### src/rtl/uncached_pkg.sv
// uncached_pkg: shared types and defaults for the uncached access buffer.
package uncached_pkg;
    localparam int DEPTH_DEF = 4;

    typedef enum logic [2:0] {IDLE, W_REQ, W_ACK, R_REQ, R_WAIT} state_t;

    typedef struct packed {
        logic [31:0] addr;
        logic [31:0] wdata;
        logic [3:0]  wstrb;
        logic [1:0]  size;
    } entry_t;
endpackage

### src/rtl/ubuf_fifo.sv
// ubuf_fifo: posted-write queue; DEPTH is a power of two so pointers wrap naturally.
module ubuf_fifo
    import uncached_pkg::*;
#(
    parameter int DEPTH = DEPTH_DEF
) (
    input  logic   clk,
    input  logic   rst,
    input  logic   push_i,
    input  logic   pop_i,
    input  entry_t wr_i,
    output entry_t head_o,
    output logic   full_o,
    output logic   empty_o
);
    localparam int PW = $clog2(DEPTH);

    entry_t        mem_q [DEPTH];
    logic [PW-1:0] head_q, tail_q;
    logic [PW:0]   count_q;

    always_ff @(posedge clk or posedge rst) begin
        if (rst) begin
            head_q  <= '0;
            tail_q  <= '0;
            count_q <= '0;
        end else begin
            if (push_i) tail_q <= tail_q + PW'(1);
            if (pop_i) head_q <= head_q + PW'(1);
            count_q <= count_q + {{PW{1'b0}}, push_i} - {{PW{1'b0}}, pop_i};
        end
    end

    always_ff @(posedge clk) begin
        if (push_i) mem_q[tail_q] <= wr_i;
    end

    assign head_o  = mem_q[head_q];
    assign full_o  = count_q == DEPTH[PW:0];
    assign empty_o = count_q == '0;
endmodule

### src/rtl/uncached_buffer.sv
// uncached_buffer: posts stores through a FIFO and serialises them with blocking loads
// onto a single-outstanding bus channel in program order.
module uncached_buffer
    import uncached_pkg::*;
#(
    parameter int DEPTH = DEPTH_DEF
) (
    input  logic        clk,
    input  logic        rst,
    input  logic        req_valid,
    input  logic        req_we,
    input  logic [31:0] req_addr,
    input  logic [31:0] req_wdata,
    input  logic [3:0]  req_wstrb,
    input  logic [1:0]  req_size,
    output logic        req_ready,
    output logic        resp_valid,
    output logic [31:0] resp_rdata,
    output logic        bus_valid,
    output logic        bus_we,
    output logic [31:0] bus_addr,
    output logic [31:0] bus_wdata,
    output logic [3:0]  bus_wstrb,
    output logic [1:0]  bus_size,
    input  logic        bus_ready,
    input  logic        bus_rvalid,
    input  logic [31:0] bus_rdata,
    input  logic        bus_wack
);
    state_t      state_q;
    entry_t      head, wr;
    logic        full, empty, store_ok, load_ok, pop;
    logic        bus_valid_q, bus_we_q, resp_valid_q;
    logic [31:0] bus_addr_q, bus_wdata_q, resp_rdata_q;
    logic [3:0]  bus_wstrb_q;
    logic [1:0]  bus_size_q;

    assign wr       = '{addr: req_addr, wdata: req_wdata, wstrb: req_wstrb, size: req_size};
    assign store_ok = req_valid & req_we & ~full;
    // Loads wait for every earlier store to drain and complete before issuing.
    assign load_ok  = req_valid & ~req_we & empty & (state_q == IDLE);
    assign pop      = (state_q == W_REQ) & bus_ready;
    assign req_ready = ~rst & (store_ok | load_ok);

    ubuf_fifo #(.DEPTH(DEPTH)) u_fifo (
        .clk     (clk),
        .rst     (rst),
        .push_i  (store_ok),
        .pop_i   (pop),
        .wr_i    (wr),
        .head_o  (head),
        .full_o  (full),
        .empty_o (empty)
    );

    always_ff @(posedge clk or posedge rst) begin
        if (rst) begin
            state_q      <= IDLE;
            bus_valid_q  <= 1'b0;
            bus_we_q     <= 1'b0;
            bus_addr_q   <= '0;
            bus_wdata_q  <= '0;
            bus_wstrb_q  <= '0;
            bus_size_q   <= '0;
            resp_valid_q <= 1'b0;
            resp_rdata_q <= '0;
        end else begin
            resp_valid_q <= 1'b0;
            case (state_q)
                IDLE: begin
                    if (!empty) begin
                        state_q     <= W_REQ;
                        bus_valid_q <= 1'b1;
                        bus_we_q    <= 1'b1;
                        bus_addr_q  <= head.addr;
                        bus_wdata_q <= head.wdata;
                        bus_wstrb_q <= head.wstrb;
                        bus_size_q  <= head.size;
                    end else if (load_ok) begin
                        state_q     <= R_REQ;
                        bus_valid_q <= 1'b1;
                        bus_we_q    <= 1'b0;
                        bus_addr_q  <= req_addr;
                        bus_wdata_q <= '0;
                        bus_wstrb_q <= '0;
                        bus_size_q  <= req_size;
                    end
                end
                W_REQ: begin
                    if (bus_ready) begin
                        state_q     <= W_ACK;
                        bus_valid_q <= 1'b0;
                    end
                end
                W_ACK: begin
                    if (bus_wack) state_q <= IDLE;
                end
                R_REQ: begin
                    if (bus_ready) begin
                        state_q     <= R_WAIT;
                        bus_valid_q <= 1'b0;
                    end
                end
                R_WAIT: begin
                    if (bus_rvalid) begin
                        state_q      <= IDLE;
                        resp_valid_q <= 1'b1;
                        resp_rdata_q <= bus_rdata;
                    end
                end
                default: state_q <= IDLE;
            endcase
        end
    end

    assign bus_valid  = bus_valid_q;
    assign bus_we     = bus_we_q;
    assign bus_addr   = bus_addr_q;
    assign bus_wdata  = bus_wdata_q;
    assign bus_wstrb  = bus_wstrb_q;
    assign bus_size   = bus_size_q;
    assign resp_valid = resp_valid_q;
    assign resp_rdata = resp_rdata_q;
endmodule

### config.mk
export PLATFORM = sky130hd
export DESIGN_NAME = uncached_buffer
export DESIGN_NICKNAME = d
export VERILOG_FILES = /design/src/rtl/uncached_pkg.sv /design/src/rtl/ubuf_fifo.sv /design/src/rtl/uncached_buffer.sv
export SDC_FILE = /design/constraint.sdc
export NUM_CORES = 1
export LEC_CHECK = 0
export BUFFER_PORTS_ARGS = -buffer_cell sky130_fd_sc_hd__buf_2
export CAP_MARGIN = 20
export CORE_ASPECT_RATIO = 0.8
export CORE_MARGIN = 10
export CORE_UTILIZATION = 60
export CTS_BUF_LIST = sky130_fd_sc_hd__clkbuf_4
export DETAILED_ROUTE_END_ITERATION = 12
export PLACE_DENSITY_LB_ADDON = 0.1
export SYNTH_ARGS = -nofsm -noshare
export SYNTH_HDL_FRONTEND = slang
export SYNTH_SLANG_ARGS = --single-unit
### constraint.sdc
create_clock -name clk -period 7.2 [get_ports clk]
set_input_delay 1.44 -clock clk [delete_from_list [all_inputs] [get_ports clk]]
set_output_delay 1.44 -clock clk [all_outputs]
set_load 0.1 [all_outputs]
==> After elaboration in Yosys (flattened, before gate mapping) <==
Memory sizes are Yosys's and may differ from the RTL's.
Cells that the tools add are included.
{ "word_totals": {"word_cells": 73, "output_inout_bits": 106, "regBits": 115, "ram_bits": 280, "in_bits": 109, "n_memories": 1} }
{ "mem_list": {"columns": ["name", "depth", "word_bits", "rd", "rd_ports_with_merged_regs", "write_ports", "line", "rtl"], "rows": [
  ["u_fifo.mem_q", 4, 70, 1, 0, 1, "ubuf_fifo.sv:18", "entry_t mem_q [DEPTH];"]
]} }
{ "classes": {"reduce_logical": 8, "bitwise": 11, "eq_ne": 12, "mux": 25, "addsub": 4} }
{ "ops": {"columns": ["op", "count"], "rows": [
  ["two-way mux 32 bit", 4],
  ["two-way mux 3 bit", 6],
  ["one-hot mux 3 bit (5 select lines)", 1],
  ["two-way mux 1 bit", 9],
  ["two-way mux 4 bit", 2],
  ["!= test 2 bit (second input constant)", 4],
  ["bitwise AND 1 bit", 7],
  ["equality test 3 x 2 -> 1 bit (second input constant)", 2],
  ["equality test 3 bit (second input constant)", 2],
  ["logical NOT 3 bit", 2],
  ["AND reduction 5 bit", 1],
  ["adder 2 x 1 -> 2 bit (second input constant)", 2],
  ["two-way mux 2 bit", 2],
  ["!= test 2 x 1 -> 1 bit (second input constant)", 2],
  ["AND reduction 2 bit", 2],
  ["adder 3 x 1 -> 3 bit", 1],
  ["equality test 3 x 1 -> 1 bit (second input constant)", 1],
  ["!= test 3 bit (second input constant)", 1],
  ["NOT 1 bit", 3],
  ["AND reduction 3 bit", 1],
  ["subtractor 3 x 1 -> 3 bit", 1],
  ["one-hot mux 1 bit (2 select lines)", 1],
  ["nonzero test 2 bit", 1],
  ["OR reduction 2 bit", 1],
  ["OR 1 bit", 1]
]} }

==> Logic depth before layout (Yosys ltp) <==
{ "logic_depth": {"word_depth": 7, "mapped_depth": 8, "depth_no_buf": 8} }

==> By module <==
From an unflattened synthesis, not the netlist that was laid out.
{ "unflattened": {"hier_cells": 692, "hier_area_um2": 15182.1} }
{ "modules_own_cells": {"columns": ["mod", "n_inst", "cells_each", "seq_area_each_um2", "area_each_um2"], "rows": [
  ["ubuf_fifo", 1, 401, 8583.2, 10571.4],
  ["uncached_buffer", 1, 291, 2702.6, 4610.7]
]} }

==> Least setup slack after synthesis <==
OpenSTA, ideal clock, no wires.
{ "synth_timing": {"path_kind": "input to output", "startpoint": "in req_valid", "endpoint": "out req_ready", "n_path_buf": 1, "cell_stages": 4, "slack_ns": 2.322, "t_arrival_ns": 3.438, "cell_sequence": "nor2b_1 > nand3b_4 > buf_6 > a21oi_1"} }
{ "synth_between": {"elab_chain_len": 5, "word_cells_on_any_way": 7, "classes_between": "bitwise (7)"} }
{ "synth_lines": {"columns": ["item", "line", "rtl"], "rows": [
  ["start, declared", "uncached_buffer.sv:10", "input logic req_valid,"],
  ["bitwise AND 1 bit (3 in a row)", "uncached_buffer.sv:41", "assign load_ok = req_valid & ~req_we & empty & (state_q == IDLE);"],
  ["OR 1 bit *", "uncached_buffer.sv:43", "assign req_ready = ~rst & (store_ok | load_ok);"],
  ["bitwise AND 1 bit *", "uncached_buffer.sv:43", null],
  ["end, declared", "uncached_buffer.sv:16", "output logic req_ready,"]
]} }
Every way passes the cells marked *; elsewhere a longest branch is shown, timed or not.

==> Worst setup path in the final report <==
{ "layout_timing": {"startpoint": "reg state_q[0]", "endpoint": "out req_ready"} }
{ "layout_between": {"elab_chain_len": 4} }
{ "layout_lines": {"columns": ["item", "line", "rtl"], "rows": [
  ["start, declared", "uncached_buffer.sv:30", "state_t state_q;"],
  ["start signal, assigned", "uncached_buffer.sv:58", "state_q <= IDLE;"],
  ["start signal, assigned", "uncached_buffer.sv:72", "state_q <= W_REQ;"],
  ["start signal, assigned", "uncached_buffer.sv:80", "state_q <= R_REQ;"],
  ["logical NOT 3 bit", "uncached_buffer.sv:41", null],
  ["bitwise AND 1 bit", "uncached_buffer.sv:41", null],
  ["OR 1 bit", "uncached_buffer.sv:43", null],
  ["bitwise AND 1 bit", "uncached_buffer.sv:43", null]
]} }
No other way between the ends.

==> results.md <==
* Seq/Total Area, Yosys at 0.760
* Outcome: finished, final reports clean
* Hold Crit Class: register to register
* Worst skew pair latency at 0.70 ns
* Post-route ant nets at 0
* H-tree depth at 3
* Unrepaired setup endpoints after global routing: false
* Syn Nets at 813
* Mapped cell area at 14800 sq um
* Final GP Congestion at 0.826
* Critical Path RT at about 5.8 ns
* Layout cells sized above 1 at 0.482
* Final instance area at 17600 sq um
* Slew of the pin with the lowest slew margin at 1.04 ns
* CP Max Fanout at 40
* Port Buffers at 214
* IO Pins at about 220
* Synth unique cells at 39
* # rows at 51
* GRT overflow at 0
* Crit. End Element: primary output
* Final hold viol count at 0
* TritonCTS clock tree: yes
* TNS Setup at 0 ns
* Highest-count cells in the layout ignoring fill and taps: edfxtp_1, buf_2, clkbuf_4
* Arr. time, crit path at between 3 and 4 ns
* Clock buffer depth at 3
* Final min period at 4.53 ns
* Width of the die at between 150 and 200 um
* Final setup violation count at 0
* Post-CTS Repair Setup Buffers at 0
* R2R setup slack at 4.28 ns
* Relative slew slack at 0.307
* RR Startpoint: u_fifo.head_q[0]$_DFFE_PP0P_
* CTS Sinks at 395
* Final WL at 32.0 mm
* Cell count after synthesis at 697
* Max-cap violations at 0
* Mean Syn Cell Area at 21.3 sq um
* CTS Hold Bufs at 0
* Clock slew at reported path FFs at 0.07 ns
* Syn-to-layout area delta at 18.2%
* Tcrit/Tclk final at 0.629
* Slew Viols, Final at 0
* Die footprint at 31500 sq um
* Worst reg2reg path endpoint: bus_addr[16]$_DFFE_PP0P_
* Clk_skew at 0.0417 ns
* Peak Freq at approximately 0.22 GHz
* Hpwl dp at around 19 mm
* Vias at a little under 8000
* Commonest non-fill, non-tap cell in the layout: edfxtp_1
* Vias per inst at a little under 6
* Synthesis-stage register bit count at roughly 400
* Final net count at approximately 1100
* Largest net degree at the start of global routing at 73
* Die span in y at 161 um
* First-pass GRT wire length at between 50 and 60 mm
* Class of the most critical setup path: register to primary output
* Cell Area, Placed at 16100 sq um
* CP Capture Point: req_ready
* GRT Overall Usage at 0.203
* DR DRC count at 0
* Worst Setup Start Kind: register
* Initial antenna violation count at 5
* TritonCTS Buffers at 93
* CP Launch Point: state_q[0]$_DFFE_PP0P_
* Fill cells at 1519
* Clock root cell: clkbuf_4
* Worst Reg-to-Reg Cells at 4
* Initial Util at 0.609
* Resized cells post-CTS at 0
* YS warnings at 0
* Number of global-route vias before repair at a little under 9000
* Core area at about 24000 sq um
* DR pass1 iterations at 4
* DRT iter0 DRCs at 432
* Drt wl/cell at 23.3 um
[cells in the mapped netlist, drive strengths merged]
master  number  area share
mux4        70        0.11
o31ai        2      0.0010
a21o         2      0.0010
nor2         2      0.0010
o21ai        2     0.00067
nor2b        1     0.00042
nand2b       1     0.00042
dfrtp      115        0.19
a21oi        3      0.0018
nand2        4      0.0010
mux2        33       0.025
or3         35       0.015
o221a       34       0.026
ha           6      0.0051
or2          1     0.00042
nor3         1     0.00067
nor3b        1     0.00051
and2         4      0.0017
edfxtp     280        0.57
nand3b       2      0.0019
inv          9      0.0023
xor2         1     0.00059
nor4b        2      0.0012
nor4bb       2      0.0013
o21bai       1     0.00051
or4          1     0.00051
buf         33       0.017
a22o        36       0.021
xnor2        4      0.0024
fa           1      0.0013
clkbuf       8      0.0020
[cell families after synthesis]
group	count (synthesis)	share of synthesized area
AOI/OAI and AO/OA	80	0.0520
DFF	395	0.760
adders and majority gates	7	0.00641
muxes	103	0.131
buffers and inverters	50	0.0211
xor gates and xnor gates	5	0.00295
and+or+nand+nor	57	0.0261
[worst max-delay path: stages, from the launching register on]
cell and delay [ns]:
dfrtp_1 0.48, or3_4 0.63, nand3b_4 0.57, a21oi_1 0.27, buf_2 0.45
[flip-flops by register name, indices dropped and copies added (netlist names)]
name            flops
u_fifo.mem_q      280
bus_addr           32
bus_wdata          32
resp_rdata         32
bus_wstrb           4
state_q             3
u_fifo.count_q      3
bus_size            2
u_fifo.head_q       2
u_fifo.tail_q       2
bus_valid           1
bus_we              1
resp_valid          1
[worst min path at each step]
stage,start,endpoint,cells past startpoint
3_3_place_gp,bus_valid$_DFFE_PP0P_,bus_valid$_DFFE_PP0P_,2
4_1_cts,bus_valid$_DFFE_PP0P_,bus_valid$_DFFE_PP0P_,2
3_5_place_dp,bus_valid$_DFFE_PP0P_,bus_valid$_DFFE_PP0P_,2
5_1_grt,resp_rdata[13]$_DFFE_PP0P_,resp_rdata[13]$_DFFE_PP0P_,1
6_report,bus_valid$_DFFE_PP0P_,bus_valid$_DFFE_PP0P_,2
2_1_floorplan,u_fifo.count_q[2]$_DFF_PP0_,u_fifo.count_q[2]$_DFF_PP0_,1
[through the flow]
stage,hold slack (ns),std cells,util,setup WS [ns]
2_1_floorplan,0.485,697,-,2.32
3_3_place_gp,0.472,1193,0.661,2.82
3_5_place_dp,0.474,1193,0.661,2.77
4_1_cts,0.496,1367,0.713,2.60
5_1_grt,0.513,1374,0.720,2.41
6_report,0.493,1375,0.720,2.67
[routing by layer]
layer  global-route usage  vias up  routed length, um
met4               0.0603        6                413
met5                    0        -                 46
met2                0.322      289              15600
li1                     -     3499                  -
met3               0.0707       44               2530
met1                0.262     4099              13400
[cell type report]
cell class                      instances  area (sq um)  share of cell area
Sequential cell                       395         11300               0.643
Multi-Input combinational cell        252          3280               0.187
Timing Repair Buffer                  225          1270              0.0726
Clock buffer                          140          1050              0.0599
Tap cell                              318           398              0.0227
Clock inverter                         34           218              0.0124
Inverter                                9          36.3             0.00207
Antenna cell                            2          5.00            0.000285
Power is not shown: default switching activity piles up to over one toggle a cycle in this logic, so the estimate is an artifact.
